## src/rtl/ps2_direction_decoder.sv

```systemverilog
// PS/2 receiver for the Tron core: sync, clock filter, frame checks,
// and per-player one-hot direction decode with a reverse guard.
module ps2_direction_decoder #(
  parameter int          FILTER_LEN     = 8,
  parameter int          TIMEOUT_CYCLES = 50000,
  parameter logic [4:0]  DEF_DIR1       = 5'b10000,
  parameter logic [4:0]  DEF_DIR2       = 5'b00100
) (
  input  logic       clk,
  input  logic       reset,
  input  logic       keyboardCLK,
  input  logic       keyboardData,
  input  logic       start,
  output logic [4:0] direction1,
  output logic [4:0] direction2,
  output logic [7:0] key_code,
  output logic       key_valid,
  output logic       frame_err
);

  localparam int TW = $clog2(TIMEOUT_CYCLES + 1);

  typedef enum logic [1:0] {
    IDLE,
    DATA,
    PARITY,
    STOP
  } state_t;

  state_t state, stateNext;

  logic [1:0]            clkSync, datSync;
  logic [FILTER_LEN-1:0] clkHist;
  logic                  clkFilt, clkFiltQ;
  logic                  fall, dataBit;
  logic [2:0]            bitCnt, bitCntNext;
  logic [7:0]            shiftReg, shiftNext;
  logic                  parBit, parNext;
  logic [TW-1:0]         toCnt, toNext;
  logic                  byteDone, byteOk, timeout;
  logic                  brkFlag, extFlag;
  logic [4:0]            req1, req2;

  function automatic logic [4:0] opp(input logic [4:0] d);
    return {d[2], d[1], d[4], d[3], 1'b0};
  endfunction

  always_ff @(posedge clk) begin
    if (reset) begin
      clkSync  <= 2'b11;
      datSync  <= 2'b11;
      clkHist  <= '1;
      clkFilt  <= 1'b1;
      clkFiltQ <= 1'b1;
    end else begin
      clkSync  <= {clkSync[0], keyboardCLK};
      datSync  <= {datSync[0], keyboardData};
      clkHist  <= {clkHist[FILTER_LEN-2:0], clkSync[1]};
      if (&clkHist)
        clkFilt <= 1'b1;
      else if (~|clkHist)
        clkFilt <= 1'b0;
      clkFiltQ <= clkFilt;
    end
  end

  assign fall    = clkFiltQ & ~clkFilt;
  assign dataBit = datSync[1];

  // A strobe always clears the watchdog, so it beats a same-cycle timeout
  always_comb begin
    stateNext  = state;
    bitCntNext = bitCnt;
    shiftNext  = shiftReg;
    parNext    = parBit;
    toNext     = toCnt;
    byteDone   = 1'b0;
    byteOk     = 1'b0;
    timeout    = 1'b0;
    if (fall) begin
      toNext = '0;
      unique case (state)
        IDLE: begin
          if (!dataBit) begin
            stateNext  = DATA;
            bitCntNext = 3'd0;
          end
        end
        DATA: begin
          shiftNext  = {dataBit, shiftReg[7:1]};
          bitCntNext = bitCnt + 3'd1;
          if (bitCnt == 3'd7)
            stateNext = PARITY;
        end
        PARITY: begin
          parNext   = dataBit;
          stateNext = STOP;
        end
        STOP: begin
          byteDone  = 1'b1;
          byteOk    = dataBit & (^{shiftReg, parBit});
          stateNext = IDLE;
        end
        default: stateNext = IDLE;
      endcase
    end else if (state != IDLE) begin
      if (toCnt == TW'(TIMEOUT_CYCLES - 1)) begin
        timeout   = 1'b1;
        stateNext = IDLE;
        toNext    = '0;
      end else begin
        toNext = toCnt + TW'(1);
      end
    end else begin
      toNext = '0;
    end
  end

  always_comb begin
    req1 = 5'b00000;
    req2 = 5'b00000;
    if (byteOk && !brkFlag && !extFlag) begin
      case (shiftReg)
        8'h1D:   req1 = 5'b00010;
        8'h1C:   req1 = 5'b00100;
        8'h1B:   req1 = 5'b01000;
        8'h23:   req1 = 5'b10000;
        8'h43:   req2 = 5'b00010;
        8'h3B:   req2 = 5'b00100;
        8'h42:   req2 = 5'b01000;
        8'h4B:   req2 = 5'b10000;
        default: ;
      endcase
    end
  end

  always_ff @(posedge clk) begin
    if (reset) begin
      state      <= IDLE;
      bitCnt     <= 3'd0;
      shiftReg   <= 8'h00;
      parBit     <= 1'b0;
      toCnt      <= '0;
      key_code   <= 8'h00;
      key_valid  <= 1'b0;
      frame_err  <= 1'b0;
      brkFlag    <= 1'b0;
      extFlag    <= 1'b0;
      direction1 <= DEF_DIR1;
      direction2 <= DEF_DIR2;
    end else begin
      state     <= stateNext;
      bitCnt    <= bitCntNext;
      shiftReg  <= shiftNext;
      parBit    <= parNext;
      toCnt     <= toNext;
      key_valid <= byteOk;
      frame_err <= (byteDone & ~byteOk) | timeout;
      if (byteOk) begin
        key_code <= shiftReg;
        if (shiftReg == 8'hF0) begin
          brkFlag <= 1'b1;
        end else if (shiftReg == 8'hE0) begin
          extFlag <= 1'b1;
        end else begin
          brkFlag <= 1'b0;
          extFlag <= 1'b0;
        end
      end
      if (!start) begin
        direction1 <= DEF_DIR1;
        direction2 <= DEF_DIR2;
      end else begin
        if ((|req1) && (req1 != opp(direction1)))
          direction1 <= req1;
        if ((|req2) && (req2 != opp(direction2)))
          direction2 <= req2;
      end
    end
  end

endmodule

```

## config.mk

```make
export PLATFORM = sky130hd
export DESIGN_NAME = ps2_direction_decoder
export DESIGN_NICKNAME = d
export VERILOG_FILES = /design/src/rtl/ps2_direction_decoder.sv
export SDC_FILE = /design/constraint.sdc
export NUM_CORES = 1
export LEC_CHECK = 0
export ABC_CLOCK_PERIOD_IN_PS = 2250
export CORE_MARGIN = 10
export CORE_UTILIZATION = 40
export DETAILED_ROUTE_END_ITERATION = 12
export PLACE_DENSITY = 0.58
export SLEW_MARGIN = 0
export SYNTH_ARGS = -nofsm -noshare
export SYNTH_HDL_FRONTEND = slang
export SYNTH_SLANG_ARGS = --single-unit
```

## constraint.sdc

```tcl
create_clock -name clk -period 2.25 [get_ports clk]
set_input_delay 0.3375 -clock clk [delete_from_list [all_inputs] [get_ports clk]]
set_output_delay 0.3375 -clock clk [all_outputs]
set_load 0.05 [all_outputs]
```

==> impl_metrics.sql <==
INSERT INTO impl_metrics (metric_group, metric, value, unit) VALUES
('timing', 'fin_hold_ws', '0.413', 'ns'),
('grt', 'antenna_violations_before_repair', '0', ''),
('placement', 'port_buffers', '22', ''),
('floorplanning', 'die_area', '0.0115', 'mm²'),
('finish', 'final_cell_mix', 'dfxtp_1 (61), nor2_1 (45), nand2_1 (32), buf_4 (30), clkdlybuf4s50_1 (22)', ''),
('power_and_ir_drop', 'vdd_drop_max', '0.505', 'mV'),
('job', 'cap_violations', '0', ''),
('clock_tree', 'ctsHoldBuffers', '0', ''),
('grt', 'grt_util_all_layers', '11.2', '%'),
('finish', 'drive_gt1_share', '20.8', '%'),
('power_and_ir_drop', 'post-layout-total-power', '2.18', 'mW'),
('worst_setup_path', 'cp.required', '2.48', 'ns'),
('worst_hold_path', 'min_path_type', 'register to register', ''),
('worst_setup_path', 'critical_path_peak_fanout', '3', ''),
('yosys', 'synth_edf_count', '0', ''),
('floorplanning', 'design.core.area', '0.00733', 'mm²'),
('finish', 'fin_nets', '401', ''),
('yosys', 'synthArstFlopShare', '0', '%'),
('timing', 'tightest_slew', '0.543', 'ns'),
('worst_setup_path', 'critical_path.startpoint_type', 'register', ''),
('floorplanning', 'die_width', '107', 'µm'),
('timing', 'timing.slew.headroom', '63.7', '%'),
('grt', 'grt_overflow', '0', ''),
('detailed_routing', 'num_vias', '2467', ''),
('timing', 'period_minus_slack', '2.22', 'ns'),
('clock_tree', 'path_clk_slew', '0.07', 'ns'),
('grt', 'number_of_global_route_vias_before_repair', '2249', ''),
('yosys', 'synth_area_per_cell', '8.82', 'µm²'),
('worst_setup_path', 'path_delay_family', 'XOR/XNOR gates', ''),
('finish', 'mostFrequentLayoutCell', 'dfxtp_1', ''),
('timing', 'rsz0062_at_grt', 'yes', ''),
('clock_tree', 'tritoncts_clock_tree', 'built', ''),
('finish', 'post-route-util', '51.7', '%'),
('grt', 'grt_start_max_net_pins', '22', ''),
('detailed_routing', 'drt_iter0_drc', '112', ''),
('timing', 'timing.final.max_slew_violations', '0', ''),
('detailed_routing', 'first_pass_iters', '4', ''),
('worst_setup_path', 'end_kind', 'register', ''),
('grt', 'global_route_wire_length_before_repair', '10.6', 'mm'),
('yosys', 'syn-cell-area', '0.00305', 'mm²'),
('timing', 'finalHoldViolations', '0', ''),
('timing', 'clock_skew', '0.00307', 'ns'),
('power_and_ir_drop', 'power-per-cell-area', '575', 'mW/mm²'),
('detailed_routing', 'drt-total-wl', '6.35', 'mm'),
('detailed_routing', 'vias_per_cell', '5.00', ''),
('floorplanning', 'die_height', '107', 'µm'),
('clock_tree', 'clock_sinks', '64', ''),
('clock_tree', 'htreeDepth', '3', ''),
('clock_tree', 'worst_skew_pair_latency', '0.34', 'ns'),
('worst_setup_path', 'critical_path.n_buffers_inverters', '0', ''),
('floorplanning', 'placement_rows', '31', ''),
('placement', 'dpl_wire_length', '4.61', 'mm'),
('yosys', 'synth_warnings', '0', ''),
('finish', 'final_area', '0.00379', 'mm²'),
('finish', 'antenna_diodes', '0', ''),
('detailed_routing', 'final_antenna_net_count', '0', ''),
('yosys', 'netlist_instances', '346', ''),
('worst_setup_path', 'crit_path_top_delay_cell', 'xnor3_2', ''),
('yosys', 'seq_area_frac_synth', '42.0', '%'),
('clock_tree', 'clockBufferDepth', '2', ''),
('placement', 'place.detailed.instances', '474', ''),
('worst_setup_path', 'slowest_delay', '0.47', 'ns'),
('timing', 'post-route-period-util', '98.6', '%'),
('status', 'outcome', 'complete, no violations', ''),
('power_and_ir_drop', 'power.leakage', '1.46', 'nW'),
('floorplanning', 'io-pin-count', '25', ''),
('timing', 'setup_viol_count_final', '0', ''),
('worst_setup_path', 'worstPathCellList', 'xor2_1, xnor3_2, xnor2_2, nor4_4, mux2i_2, o21bai_4, a211o_1', ''),
('yosys', 'synth_cell_type_count', '51', ''),
('detailed_routing', 'routed_wire_length_per_instance', '12.9', 'µm'),
('placement', 'routabilityCongestion', '0.805', ''),
('detailed_routing', 'final_routed_drc_violation_total', '0', ''),
('clock_tree', 'cts_inserted_buffers', '9', ''),
('yosys', 'postSynth.topFlopCell', 'dfxtp_1', ''),
('clock_tree', 'cts.root.buffer_cell', 'clkbuf_8', ''),
('finish', 'areaGrowthSynthToFinish', '24.2', '%'),
('placement', 'placed_area', '0.00349', 'mm²'),
('floorplanning', 'start_util', '41.6', '%'),
('finish', 'instances_no_fill', '493', ''),
('yosys', 'ys_seq_elements', '64', ''),
('timing', 'timing.fmax', '0.451', 'GHz'),
('worst_setup_path', 'worstPathArrival', '2.45', 'ns'),
('worst_setup_path', 'path_class', 'register to register', '');
==> layer usage <==
layer	track usage (%)	share of wire [%]	wire (µm)
met1	13.9	48	3060
met2	17.4	46	2900
met3	4.25	5.1	322
met4	4.10	0.99	63
met5	0	0	0
==> layout make-up <==
type / instances / area (µm²)
inverter: 5 / 18.8
clock inverter: 6 / 67.6
fill: 688 / 3540
timing repair buffer: 52 / 445
multi-input combinational: 257 / 1710
clock buffer: 10 / 138
sequential: 64 / 1290
tap: 99 / 124
==> timing repair <==
item	CTS	global route
setup endpoints to repair	2	8
resized for setup	1	15
buffers inserted	0	3
pin swaps	0	11
==> registers in the layout, indices dropped and copies added, names as in the netlist, 2 cells and up <==
register	cells
direction2	4
toCnt	16
clkSync	2
datSync	2
state	2
shiftReg	8
direction1	4
bitCnt	3
key_code	8
clkHist	8
==> synthesized netlist by cell type, types with 2 or more instances <==
cell type   n  area, µm²
nor2_1     45        169
and2_1      2       12.5
or2_2      13       81.3
and3_1      8       50.1
nor2b_1     5       31.3
o21ai_0     6       30.0
nor3_1      7       35.0
a31oi_1     3       18.8
nand2_1    32        120
xnor2_2     2       32.5
ha_1        7       87.6
o21a_1      2       15.0
nand3_1    21        105
buf_6       2       22.5
nor4bb_1    2       20.0
clkbuf_1   10       37.5
mux2i_1    14        140
dfxtp_1    64       1280
or3_1       3       18.8
mux2_2      2       22.5
buf_2       5       25.0
nand2b_1    6       37.5
nor4_1      2       12.5
inv_1       5       18.8
xnor2_1    11       96.3
xor2_1     11       96.3
a21oi_1    18       90.1
nand4_1     7       43.8
o211ai_1    2       15.0
o41ai_1     2       17.5
nand4b_1    2       17.5
buf_4       4       30.0
nor3b_1     3       22.5
==> where the power goes <==
| group | leakage (nW) | switching [mW] | internal, mW |
|---|---|---|---|
| Combinational | 0.845 | 0.0255 | 0.0156 |
| Clock | 0.0989 | 0.457 | 0.545 |
| Sequential | 0.519 | 0.00166 | 1.14 |
==> stage by stage <==
step	TNS [ns]	setup slack [ns]
6_report	0	0.0317
5_1_grt	-0.133	-0.0793
4_1_cts	0	0.0341
3_5_place_dp	0	0.000574
3_3_place_gp	0	0.0815
2_1_floorplan	0	0.0595
==> kinds of logic after synthesis <==
group | synth area share, %
buf+inv | 4.39
fa+ha+maj | 2.87
mux | 5.33
compound gates | 8.36
simple gates | 28.8
flops | 42.0
xor+xnor | 8.16
other cells | 0.123
==> worst paths after layout <==
kind	from	to	slack, ns	cells after the start
hold / removal	clkSync[0]$_SDFF_PP1_	clkSync[1]$_SDFF_PP1_	0.41	1
setup reg to reg	shiftReg[3]$_SDFFE_PP0P_	direction1[4]$_SDFFE_PP1P_	0.03	7
setup / recovery	shiftReg[3]$_SDFFE_PP0P_	direction1[4]$_SDFFE_PP1P_	0.03	7
hold reg to reg	clkSync[0]$_SDFF_PP1_	clkSync[1]$_SDFF_PP1_	0.41	1
No activity file was read; power rests on OpenSTA's default activity.
